File: config.mk
export PLATFORM = sky130hd
export DESIGN_NAME = mult32_seq_flat
export DESIGN_NICKNAME = d
export VERILOG_FILES = /design/src/rtl/mult32_seq_if.sv /design/src/rtl/mult32_seq.sv /design/src/flat_wrapper.sv
export SDC_FILE = /design/constraint.sdc
export NUM_CORES = 1
export LEC_CHECK = 0
export CAP_MARGIN = 10
export CORE_MARGIN = 8
export CORE_UTILIZATION = 55
export CTS_CLUSTER_DIAMETER = 150
export DETAILED_ROUTE_END_ITERATION = 6
export PLACE_DENSITY = 0.83
export SLEW_MARGIN = 30
export SYNTH_ARGS = -nofsm -noshare
export SYNTH_HDL_FRONTEND = slang
export SYNTH_SLANG_ARGS = --single-unit
File: constraint.sdc
create_clock -name clk -period 4.4 [get_ports clk]
set_input_delay 0.66 -clock clk [delete_from_list [all_inputs] [get_ports clk]]
set_output_delay 0.66 -clock clk [all_outputs]
set_load 0.005 [all_outputs]
File: src/rtl/mult32_seq_if.sv
// mult32_seq_if: operand/result bundle for the sequential 32x32 multiplier.
// The master drives the start strobe and operands; the slave (multiplier)
// returns status and the 64-bit product.
interface mult32_seq_if;
    logic        start;
    logic [31:0] a;
    logic [31:0] b;
    logic        busy;
    logic        done;
    logic [63:0] product;

    modport master (
        output start, a, b,
        input  busy, done, product
    );

    modport slave (
        input  start, a, b,
        output busy, done, product
    );
endinterface

File: src/rtl/mult32_seq.sv
// mult32_seq: sequential 32x32 unsigned shift-add multiplier.
// One iteration per clock: conditionally add the multiplicand into the upper
// half of the accumulator (keeping the carry), then shift right by one.
// A start is accepted in IDLE or DONE; 32 iterations follow, then a one-cycle
// done pulse. The product register holds until the next accepted start's
// first iteration.
// Optional build macro: MULT_ZERO_BYPASS_EN -- a start with a zero operand
// completes immediately with product 0 and never raises busy.
module mult32_seq (
    input  logic          clk,
    input  logic          rst_n,
    mult32_seq_if.slave   bus
);

    typedef enum logic [1:0] {
        S_IDLE = 2'd0,
        S_RUN  = 2'd1,
        S_DONE = 2'd2
    } state_t;

    state_t      state_q, state_d;
    logic [31:0] m_q, m_d;
    logic [64:0] p_q, p_d;
    logic [4:0]  cnt_q, cnt_d;
    logic [63:0] product_q, product_d;
    logic [32:0] sum;

    // Next-state, datapath and iteration logic.
    always_comb begin
        // NOTE: every variable gets a default first so no path infers a latch.
        state_d   = state_q;
        m_d       = m_q;
        p_d       = p_q;
        cnt_d     = cnt_q;
        product_d = product_q;

        // p_q[64] is the carry slot; it is zero whenever an add happens,
        // so this 33-bit add is the 32-bit add with its carry-out kept.
        sum = p_q[64:32] + (p_q[0] ? {1'b0, m_q} : 33'd0);

        case (state_q)
            S_IDLE, S_DONE: begin
                if (bus.start) begin
                    m_d   = bus.a;
                    p_d   = {33'd0, bus.b};
                    cnt_d = 5'd0;
                    state_d = S_RUN;
`ifdef MULT_ZERO_BYPASS_EN
                    if ((bus.a == 32'd0) || (bus.b == 32'd0)) begin
                        p_d       = 65'd0;
                        product_d = 64'd0;
                        state_d   = S_DONE;
                    end
`endif
                end else begin
                    state_d = S_IDLE;
                end
            end
            S_RUN: begin
                // Carry enters bit 63 as the accumulator shifts right.
                p_d       = {1'b0, sum, p_q[31:1]};
                product_d = p_d[63:0];
                cnt_d     = cnt_q + 5'd1;
                if (cnt_q == 5'd31) begin
                    state_d = S_DONE;
                end
            end
            default: begin
                state_d = S_IDLE;
            end
        endcase
    end

    // State and datapath registers with synchronous active-low reset.
    always_ff @(posedge clk) begin
        // NOTE: sequential state uses non-blocking assignments so all flops
        // update together from values sampled at the same edge.
        if (!rst_n) begin
            state_q   <= S_IDLE;
            m_q       <= 32'd0;
            p_q       <= 65'd0;
            cnt_q     <= 5'd0;
            product_q <= 64'd0;
        end else begin
            state_q   <= state_d;
            m_q       <= m_d;
            p_q       <= p_d;
            cnt_q     <= cnt_d;
            product_q <= product_d;
        end
    end

    // Status outputs decode directly from the registered state.
    always_comb begin
        bus.busy    = (state_q == S_RUN);
        bus.done    = (state_q == S_DONE);
        bus.product = product_q;
    end

endmodule

File: src/flat_wrapper.sv
// flat-port wrapper written by rule: the top's interface ports become plain ports
module mult32_seq_flat 
  (clk, rst_n, bus_start, bus_a, bus_b, bus_busy, bus_done, bus_product);
  mult32_seq_if bus_i ();
  input  logic clk;
  input  logic rst_n;
  input wire logic [$bits(bus_i.start)-1:0] bus_start;
  input wire logic [$bits(bus_i.a)-1:0] bus_a;
  input wire logic [$bits(bus_i.b)-1:0] bus_b;
  output wire logic [$bits(bus_i.busy)-1:0] bus_busy;
  output wire logic [$bits(bus_i.done)-1:0] bus_done;
  output wire logic [$bits(bus_i.product)-1:0] bus_product;
  assign bus_i.start = bus_start;
  assign bus_i.a = bus_a;
  assign bus_i.b = bus_b;
  assign bus_busy = bus_i.busy;
  assign bus_done = bus_i.done;
  assign bus_product = bus_i.product;
  mult32_seq u_core (.clk(clk), .rst_n(rst_n), .bus(bus_i));
endmodule
==> reports/qor.yml, run 1 <==
run_status:
  status: "finished, final reports clean"
power_and_ir_drop:
  p_leak_uw: 0.00394
  vdd_drop_max_mv: 0.271
  total_power_uw: 3440
  p_per_area_nw_per_um2: 357
final_layout:
  num_antenna_cells: 0
  synthToLayoutAreaGrowth_pct: 26.9
  multiInputGateArea_um2: 4040
  fill_cells: 1097
  register_area_um2: 3340
  drive_gt1_frac: 0.0562
  fin_nets: 1157
  fin_util: 0.704
floorplanning:
  die_h_um: 134
  fp-row-count: 43
  ios: 133
  initial_core_util: 0.555
  die-width_um: 134
  dieArea_um2: 17900
  core_um2: 13700
grt:
  grt_pass1_vias: 6994
  antenna_found_initial: 0
  grt_start_max_net_pins: 82
  grt_pass1_wl_um: 33300
  grt_usage: 0.228
  grt_overflow: 0
synth:
  synth.area.top_cells: "dfxtp_1 44%, nand2_1 14%, a21oi_1 7.5%"
  synth-seq-area-share: 0.439
  synth_nets: 1051
  synth.top_cell.area_share: 0.439
  yosys_warnings: 0
  yosysMostFrequentCell: "nand2_1"
  synth_cell_types: 55
  netlist_instances: 949
  async_flop_share: 0
  syn_area_um2: 7610
  netlist.top_cell.by_area: "dfxtp_1"
  synth_seq_cells: 167
  syn_avg_cell_area_um2: 8.02
  synth-edff-count: 0
  synthFlopType: "dfxtp_1"
  synthTopCellsByCount: "284 x nand2_1, 167 x dfxtp_1, 114 x a21oi_1, 46 x clkbuf_1, 37 x a31oi_1"
setup_path:
  cp-start-kind: "flip-flop"
  r2r_start: "u_core.p_q[0]"
  critPathLaunch: "u_core.p_q[0]"
  required_ps: 4690
  worstPathMaxFanout: 22
  cp-end-kind: "flip-flop"
  path_class: "flip-flop to flip-flop"
  critPathArrivalTime_ps: 3630
sta:
  grt_setup_unrepaired: "no"
  hold_viol: 0
  skew_ps: 9.24
  slew_viol_final: 0
  fmax_mhz: 299
  finalCriticalPeriod_ps: 3340
  setup_viol_count_final: 0
  worst_pin_slew_ps: 831
  fin_crit_sh: 0.760
  slew_headroom: 0.446
  setup_tns_ps: 0
drt:
  vias: 7067
  ant_nets: 0
  drc_errors: 0
  drtIter0Drc: 536
  dr.pass1.iters: 5
  drt_wl_total_um: 20500
  routed_via_density: 5.66
  wl_per_cell_um: 16.5
clock_network:
  max-clock-path-buffers: 2
  clock-root-buffer: "clkbuf_16"
  post-cts-setup-buffers: 0
  numCtsBuffers: 17
  clock_latency_ps: 440
  tritoncts: "built"
  hold_buffers: 0
  cts_sinks: 167
  ctsResizeCount: 0
  path_clk_slew_ps: 70
  h-tree-depth: 4
placed_design:
  place_congestion: 0.923
  portBuffers: 132
  hpwl_um: 14200
worst_hold_path:
  hp-class: "flip-flop to flip-flop"
  worstHoldStart: "u_core.bus.product[45]"
flow_run:
  max-cap-violations: 0
-- path summary, 6_finish.rpt --
path                                                to  cells past startpoint  slack, ps
worst max-delay path                    u_core.p_q[60]                     11       1060
worst min-delay path            u_core.bus.product[45]                      2        450
worst max register to register          u_core.p_q[60]                     11       1060
worst min register to register  u_core.bus.product[45]                      2        450
-- metal layers --
| metal | global-route usage | vias to the layer above | wire, um |
|---|---|---|---|
| met5 | 0 | - | 0 |
| met4 | 0.0942 | 0 | 486 |
| met3 | 0.0700 | 43 | 1390 |
| met2 | 0.388 | 214 | 9980 |
| met1 | 0.260 | 3343 | 8700 |
| li1 | - | 3467 | - |
-- worst max-delay path: stages (launching register included) --
cell and delay, ps:
dfxtp_1 770, buf_4 300, and2_1 140, ha_1 280
a21o_1 210, a21o_1 180, a21oi_2 260, nor4bb_1 260
a31oi_1 80, a311oi_1 370, xor2_1 220, o21ai_0 100
-- placed cells by master (no fill, tap or decap), drive strengths merged, types with 9 or more instances in the layout --
| cell type | instances |
|---|---|
| and2 | 33 |
| a21oi | 116 |
| xnor2 | 13 |
| buf | 11 |
| xor2 | 11 |
| a22o | 9 |
| nand2 | 284 |
| o21ai | 23 |
| clkbuf | 17 |
| nor2 | 25 |
| a21o | 19 |
| dfxtp | 167 |
| clkdlybuf4s50 | 132 |
| a21boi | 15 |
| nand3 | 11 |
| ha | 34 |
| inv | 17 |
| a31oi | 37 |
-- report_power, final --
group          total [uW]  leakage (uW)  switching (uW)  internal [uW]
Sequential           1600       0.00136            33.5           1570
Clock                1540      0.000301             678            863
Combinational         304       0.00228             173            131
Total                3440       0.00394             884           2560
-- through the flow --
stage	hold WS, ps	area [um2]	worst slack (ps)	instances
4_1_cts	447	9660	1090	1248
5_1_grt	462	9660	849	1248
2_1_floorplan	427	7610	1790	949
3_5_place_dp	437	9050	1110	1216
6_report	448	9660	1060	1248
3_3_place_gp	432	9050	1220	1216
-- flip-flops by register name, indices dropped and copies added (netlist names) --
name and flops:
u_core.cnt_q 5, u_core.state_q 2, u_core.bus.product 64, u_core.m_q 32, u_core.p_q 64
-- layout make-up --
| cell class | instances | share of cell area |
|---|---|---|
| clock inverter | 15 | 0.0192 |
| sequential | 167 | 0.346 |
| inverter | 10 | 0.00402 |
| multi-input combinational | 716 | 0.418 |
| timing repair buffer | 143 | 0.145 |
| tap | 180 | 0.0233 |
| clock buffer | 17 | 0.0440 |
-- cells by family after synthesis --
logic type | count (synthesis) | synth area share
xor+xnor | 24 | 0.0276
flops | 167 | 0.439
fa+ha+maj | 35 | 0.0585
simple gates | 398 | 0.224
mux | 4 | 0.00526
buf+inv | 66 | 0.0329
compound gates | 255 | 0.212
No activity file was read; power rests on OpenSTA's default activity.
==> run 2, diff against run 1 <==
--- a/config.mk
+++ b/config.mk
@@ -7,10 +7,10 @@
 export LEC_CHECK = 0
 export CAP_MARGIN = 10
 export CORE_MARGIN = 8
-export CORE_UTILIZATION = 55
+export CORE_UTILIZATION = 48
 export CTS_CLUSTER_DIAMETER = 150
 export DETAILED_ROUTE_END_ITERATION = 6
-export PLACE_DENSITY = 0.83
+export PLACE_DENSITY = 0.77
 export SLEW_MARGIN = 30
 export SYNTH_ARGS = -nofsm -noshare
 export SYNTH_HDL_FRONTEND = slang
==> constraint.sdc (replaced) <==
create_clock -name clk -period 2.8 [get_ports clk]
set_input_delay 0.42 -clock clk [delete_from_list [all_inputs] [get_ports clk]]
set_output_delay 0.42 -clock clk [all_outputs]
set_load 0.005 [all_outputs]
==> run 2 against run 1 <==
- non-clock buffer count up 45
- critical path type unchanged
- utilization down 5.7 points
- via count increased by 0.40%
- clock skew fell by 1.8 ps
- first-iteration DRC count rose by 2.8%
- fmax increased by 21%
- largest cell class unchanged
- register-to-register slack got worse by 1000 ps
==> reports/qor.yml, run 2 (synthesized netlist as in run 1, its figures left out) <==
sta:
  grt_setup_unrepaired: "yes"  # was no
  skew_ps: 7.47  # was 9.24 ps
  setup_viol_count_final: 0  # unchanged
  finalCriticalPeriod_ps: 2760  # was 3340 ps
  hold_viol: 0  # unchanged
  holdWs_ps: 446  # was 448 ps
  fmax_mhz: 362  # was 299 MHz
  setup_tns_ps: 0  # unchanged
  slew_viol_final: 0  # unchanged
  slew_headroom: 0.439  # was 0.446
  worst_pin_slew_ps: 841  # was 831 ps
  fin_crit_sh: 0.985  # was 0.760
setup_path:
  cp_slowest_stage_delay_ps: 390  # was 770 ps
  slowest_stage: "dfxtp_4"  # was dfxtp_1
  required_ps: 3120  # was 4690 ps
  worst-path-stages: 10  # was 11
  critPathLaunch: "u_core.p_q[0]"  # unchanged
  worst-path-buf-inv: 1  # unchanged
  worstPathMaxFanout: 6  # was 22
  cp-end-kind: "flip-flop"  # unchanged
  critPathArrivalTime_ps: 3080  # was 3630 ps
  reg2reg_depth: 10  # was 11
  path_delay_family: "compound AO/OA/AOI/OAI gates"  # unchanged
  r2r_slack_ps: 40  # was 1060 ps
  path_cells: "buf_8, and2_1, ha_1, a21oi_1, o21ai_0, a221oi_1, nand2_1, o311ai_4, mux2i_1, nand3_1"  # was buf_4, and2_1, ha_1, a21o_1, a21o_1, a21oi_2, nor4bb_1, a31oi_1, a311oi_1, xor2_1, o21ai_0
  cp-start-kind: "flip-flop"  # unchanged
  r2r_start: "u_core.p_q[0]"  # unchanged
  path_class: "flip-flop to flip-flop"  # unchanged
worst_hold_path:
  hp-class: "flip-flop to flip-flop"  # unchanged
  min_path_cells: 2  # unchanged
  worstHoldStart: "u_core.bus.product[46]"  # was u_core.bus.product[45]
power_and_ir_drop:
  total_power_uw: 5350  # was 3440 uW
  p_leak_uw: 0.00415  # was 0.00394 uW
  vdd_drop_max_mv: 0.402  # was 0.271 mV
  p_per_area_nw_per_um2: 526  # was 357 nW/um2
final_layout:
  drive_gt1_frac: 0.114  # was 0.0562
  fill_cells: 1310  # was 1097
  synthToLayoutAreaGrowth_pct: 33.5  # was 26.9%
  fin_util: 0.647  # was 0.704
  fin_nets: 1202  # was 1157
  layout_common_cells: "284 x nand2_1, 166 x dfxtp_1, 132 x clkdlybuf4s50_1"  # was 284 x nand2_1, 167 x dfxtp_1, 132 x clkdlybuf4s50_1
  layoutNonFillerInstCount: 1329  # was 1248
  layout_commonest_cell: "nand2_1"  # unchanged
  num_antenna_cells: 0  # unchanged
clock_network:
  tritoncts: "built"  # unchanged
  h-tree-depth: 4  # unchanged
  path_clk_slew_ps: 70  # about the same
  clock-root-buffer: "clkbuf_16"  # unchanged
  numCtsBuffers: 17  # unchanged
  max-clock-path-buffers: 2  # unchanged
  cts_sinks: 167  # unchanged
  clock_latency_ps: 440  # about the same
floorplanning:
  fp-row-count: 46  # was 43
  ios: 133  # unchanged
  core_um2: 15700  # was 13700 um2
  initial_core_util: 0.484  # was 0.555
  dieArea_um2: 20100  # was 17900 um2
  die_h_um: 142  # was 134 um
  die-width_um: 142  # was 134 um
placed_design:
  hpwl_um: 14700  # was 14200 um
  placedCellCount: 1291  # was 1216
  portBuffers: 132  # unchanged
  place_congestion: 0.928  # was 0.923
grt:
  grt_pass1_vias: 6930  # was 6994
  grt_overflow: 0  # unchanged
  grt_pass1_wl_um: 33900  # was 33300 um
  grt_start_max_net_pins: 81  # was 82
  antenna_found_initial: 0  # unchanged
  grt_usage: 0.208  # was 0.228
drt:
  vias: 7095  # was 7067
  dr.pass1.iters: 5  # unchanged
  wl_per_cell_um: 15.8  # was 16.5 um
  drc_errors: 0  # unchanged
  drt_wl_total_um: 21000  # was 20500 um
  ant_nets: 0  # unchanged
  drtIter0Drc: 551  # was 536
  routed_via_density: 5.34  # was 5.66
flow_run:
  max-cap-violations: 0  # unchanged
run_status:
  status: "finished, final reports clean"  # unchanged
[run 2: worst min-delay path: cells and delay by family, from the launching register on]
family           cells  cell delay, ps
flip-flops           1             310
AND/OR/NAND/NOR      2              90
[run 2: metal layers]
metal,up-vias,share of wire,GRT usage
met5,-,0,0
met2,169,0.47,0.341
met3,30,0.052,0.0540
met4,0,0.017,0.0763
met1,3338,0.46,0.258
li1,3558,-,-
[run 2: final timing paths]
path	end
setup / recovery	u_core.bus.product[62]
hold / removal	u_core.bus.product[46]
setup reg to reg	u_core.bus.product[62]
hold reg to reg	u_core.bus.product[46]
[run 2: power by group]
| part | internal [uW] | total, uW | switching (uW) |
|---|---|---|---|
| Combinational | 232 | 515 | 284 |
| Sequential | 2460 | 2510 | 50.3 |
| Clock | 1260 | 2330 | 1070 |
[run 2: area by class of cell]
class	count	area, um2	area share
clock buffer	17	425	0.0418
clock inverter	15	164	0.0161
inverter	10	38.8	0.00382
multi-input combinational	716	4150	0.408
sequential	167	3350	0.329
tap	216	270	0.0266
timing repair buffer	188	1770	0.174
[run 2: through the flow]
stage	area (um2)	setup slack [ps]
after floorplan	7610	194
after global placement	9390	46.3
after CTS	10000	5.20
after detailed placement	9390	-28.1
after global routing	10200	-57.3
final	10200	40.9
[run 2: what timing repair did]
item	4_1_cts	5_1_grt
buffers inserted	1	3
hold buffers	0	0
resized for setup	3	30
setup endpoints to repair	7	30
hold endpoints to repair	0	0
pin swaps	1	16
cloned	1	1
==> run 3, diff against run 2 <==
--- a/config.mk
+++ b/config.mk
@@ -8,8 +8,10 @@
 export CAP_MARGIN = 10
 export CORE_MARGIN = 8
 export CORE_UTILIZATION = 48
+export CTS_BUF_LIST = sky130_fd_sc_hd__clkbuf_16
 export CTS_CLUSTER_DIAMETER = 150
 export DETAILED_ROUTE_END_ITERATION = 6
+export GPL_TIMING_DRIVEN = 0
 export PLACE_DENSITY = 0.77
 export SLEW_MARGIN = 30
 export SYNTH_ARGS = -nofsm -noshare
==> run 3 against run 2 <==
- the run now ends with setup timing left
- flip-flop and latch count is the same
- count of clock-buffer cells in the layout is the same
- total power grew 1.8%
- utilization grew 1.2 points
- critical path depth grew 1
==> reports/qor.yml, run 3 (synthesized netlist as in run 1, its figures left out) <==
sta:
  slew_headroom: 0.456  # was 0.439
  holdWs_ps: 449  # was 446 ps
  hold_viol: 0  # unchanged
  worst_pin_slew_ps: 811  # was 841 ps
  grt_setup_unrepaired: "yes"  # unchanged
  setup_tns_ps: -60.8  # was 0 ps
  slew_viol_final: 0  # unchanged
  fmax_mhz: 354  # was 362 MHz
  finalCriticalPeriod_ps: 2830  # was 2760 ps
  skew_ps: 10.5  # was 7.47 ps
  setup_ws_ps: -27.8  # was 40.9 ps
  setup_viol_count_final: 5  # was 0
  fin_crit_sh: 1.01  # was 0.985
clock_network:
  cts_sinks: 167  # unchanged
  numCtsBuffers: 17  # unchanged
  max-clock-path-buffers: 2  # unchanged
  h-tree-depth: 4  # unchanged
  path_clk_slew_ps: 70  # about the same
  clock_latency_ps: 430  # was 440 ps
  tritoncts: "built"  # unchanged
  clock-root-buffer: "clkbuf_16"  # unchanged
power_and_ir_drop:
  p_leak_uw: 0.00413  # was 0.00415 uW
  vdd_drop_max_mv: 0.457  # was 0.402 mV
  p_per_area_nw_per_um2: 527  # was 526 nW/um2
  total_power_uw: 5450  # was 5350 uW
worst_hold_path:
  hp-class: "flip-flop to flip-flop"  # unchanged
  worstHoldStart: "u_core.bus.product[53]"  # was u_core.bus.product[46]
  min_path_cells: 2  # unchanged
  min_to: "u_core.bus.product[53]"  # was u_core.bus.product[46]
setup_path:
  regToRegEndpoint: "u_core.p_q[60]"  # was u_core.bus.product[62]
  cp-start-kind: "flip-flop"  # unchanged
  r2r_slack_ps: -30  # was 40 ps
  r2r_start: "u_core.p_q[0]"  # unchanged
  worstPathMaxFanout: 7  # was 6
  required_ps: 3090  # was 3120 ps
  path_class: "flip-flop to flip-flop"  # unchanged
  reg2reg_depth: 11  # was 10
  critPathArrivalTime_ps: 3110  # was 3080 ps
  cp-end-kind: "flip-flop"  # unchanged
final_layout:
  fin_area_um2: 10300  # was 10200 um2
  synthToLayoutAreaGrowth_pct: 35.9  # was 33.5%
  fill_cells: 1328  # was 1310
  layout_common_cells: "282 x nand2_1, 166 x dfxtp_1, 132 x clkdlybuf4s50_1"  # was 284 x nand2_1, 166 x dfxtp_1, 132 x clkdlybuf4s50_1
  register_area_um2: 3350  # unchanged
  fin_nets: 1224  # was 1202
  multiInputGateArea_um2: 4340  # was 4150 um2
  drive_gt1_frac: 0.106  # was 0.114
  num_antenna_cells: 0  # unchanged
  layout_commonest_cell: "nand2_1"  # unchanged
grt:
  grt_pass1_wl_um: 36000  # was 33900 um
  grtUsageMet2: 0.377  # was 0.341
  grt_pass1_vias: 7234  # was 6930
  grt_start_max_net_pins: 18  # was 81
  grt_usage: 0.223  # was 0.208
  grt.met1_usage: 0.269  # was 0.258
  grt_overflow: 0  # unchanged
  antenna_found_initial: 0  # unchanged
  grt_use_met3: 0.0580  # was 0.0540
  grt_busiest_layer: "met2"  # unchanged
run_status:
  violations: "setup timing"
  status: "finished with violations"  # was finished, final reports clean
placed_design:
  placed_cell_area_um2: 9210  # was 9390 um2
  preCtsSetupSlack_ps: -640  # was -28.1 ps
  portBuffers: 132  # unchanged
  place_congestion: 0.902  # was 0.928
  hpwl_um: 16000  # was 14700 um
floorplanning:
  dieArea_um2: 20100  # unchanged
  ios: 133  # unchanged
  die_h_um: 142  # unchanged
  die-width_um: 142  # unchanged
  initial_core_util: 0.484  # unchanged
  fp-row-count: 46  # unchanged
  core_um2: 15700  # unchanged
drt:
  ant_nets: 0  # unchanged
  drc_errors: 0  # unchanged
  dr.pass1.iters: 5  # unchanged
  drtIter0Drc: 468  # was 551
  drt_wl_total_um: 22700  # was 21000 um
  vias: 7389  # was 7095
  routed_via_density: 5.47  # was 5.34
  wl_per_cell_um: 16.8  # was 15.8 um
flow_run:
  max-cap-violations: 0  # unchanged
run 3: critical path, cell delays in order (launching register included):
cell and delay, ps:
dfxtp_4 390, buf_8 140, and2_4 140, ha_4 240, a21o_1 200, a211oi_2 270, a21o_1 210, nand3_1 220
a21o_1 280, a311oi_2 270, xor2_1 230, o21ai_0 100
run 3: final cells by class:
| cell class | count | area share |
|---|---|---|
| Multi-Input combinational cell | 716 | 0.419 |
| Sequential cell | 167 | 0.323 |
| Timing Repair Buffer | 157 | 0.147 |
| Clock buffer | 17 | 0.0411 |
| Tap cell | 216 | 0.0261 |
| Buffer | 53 | 0.0221 |
| Clock inverter | 15 | 0.0175 |
| Inverter | 10 | 0.00363 |
run 3: stage by stage:
step	instances	util
finish	1351	0.659
floorplan	949	-
global route	1351	0.659
CTS	1340	0.641
global placement	1297	0.586
detailed placement	1297	0.586
run 3: repair_timing:
action | 4_1_cts | 5_1_grt
pin swaps | 18 | 20
resized for setup | 42 | 40
endpoints found under the hold margin | 0 | 0
setup endpoints to repair | 43 | 23
setup buffers | 10 | 14
hold buffers | 0 | 0
cloned | 1 | 0
run 3: metal layers:
layer | routed length (um) | share of wire
met4 | 537 | 0.024
met5 | 0 | 0
met3 | 1300 | 0.057
met2 | 11000 | 0.48
met1 | 9880 | 0.43
run 3: worst max path at each step:
stage                        from                     end  cells past startpoint  slack, ps
CTS                 u_core.p_q[0]          u_core.p_q[58]                     12        -20
detailed placement  u_core.p_q[0]  u_core.bus.product[59]                     11       -640
floorplan           u_core.p_q[0]  u_core.bus.product[58]                     11        190
global route        u_core.p_q[0]          u_core.p_q[58]                     12       -180
finish              u_core.p_q[0]          u_core.p_q[60]                     11        -30
global placement    u_core.p_q[0]  u_core.bus.product[59]                     11       -650
run 3: report_power, final:
group	leakage (uW)	total, uW	switching (uW)	internal [uW]
combinational	0.00247	524	303	221
sequential	0.00136	2510	47.0	2460
clock	0.000302	2420	1070	1350
total	0.00413	5450	1420	4030
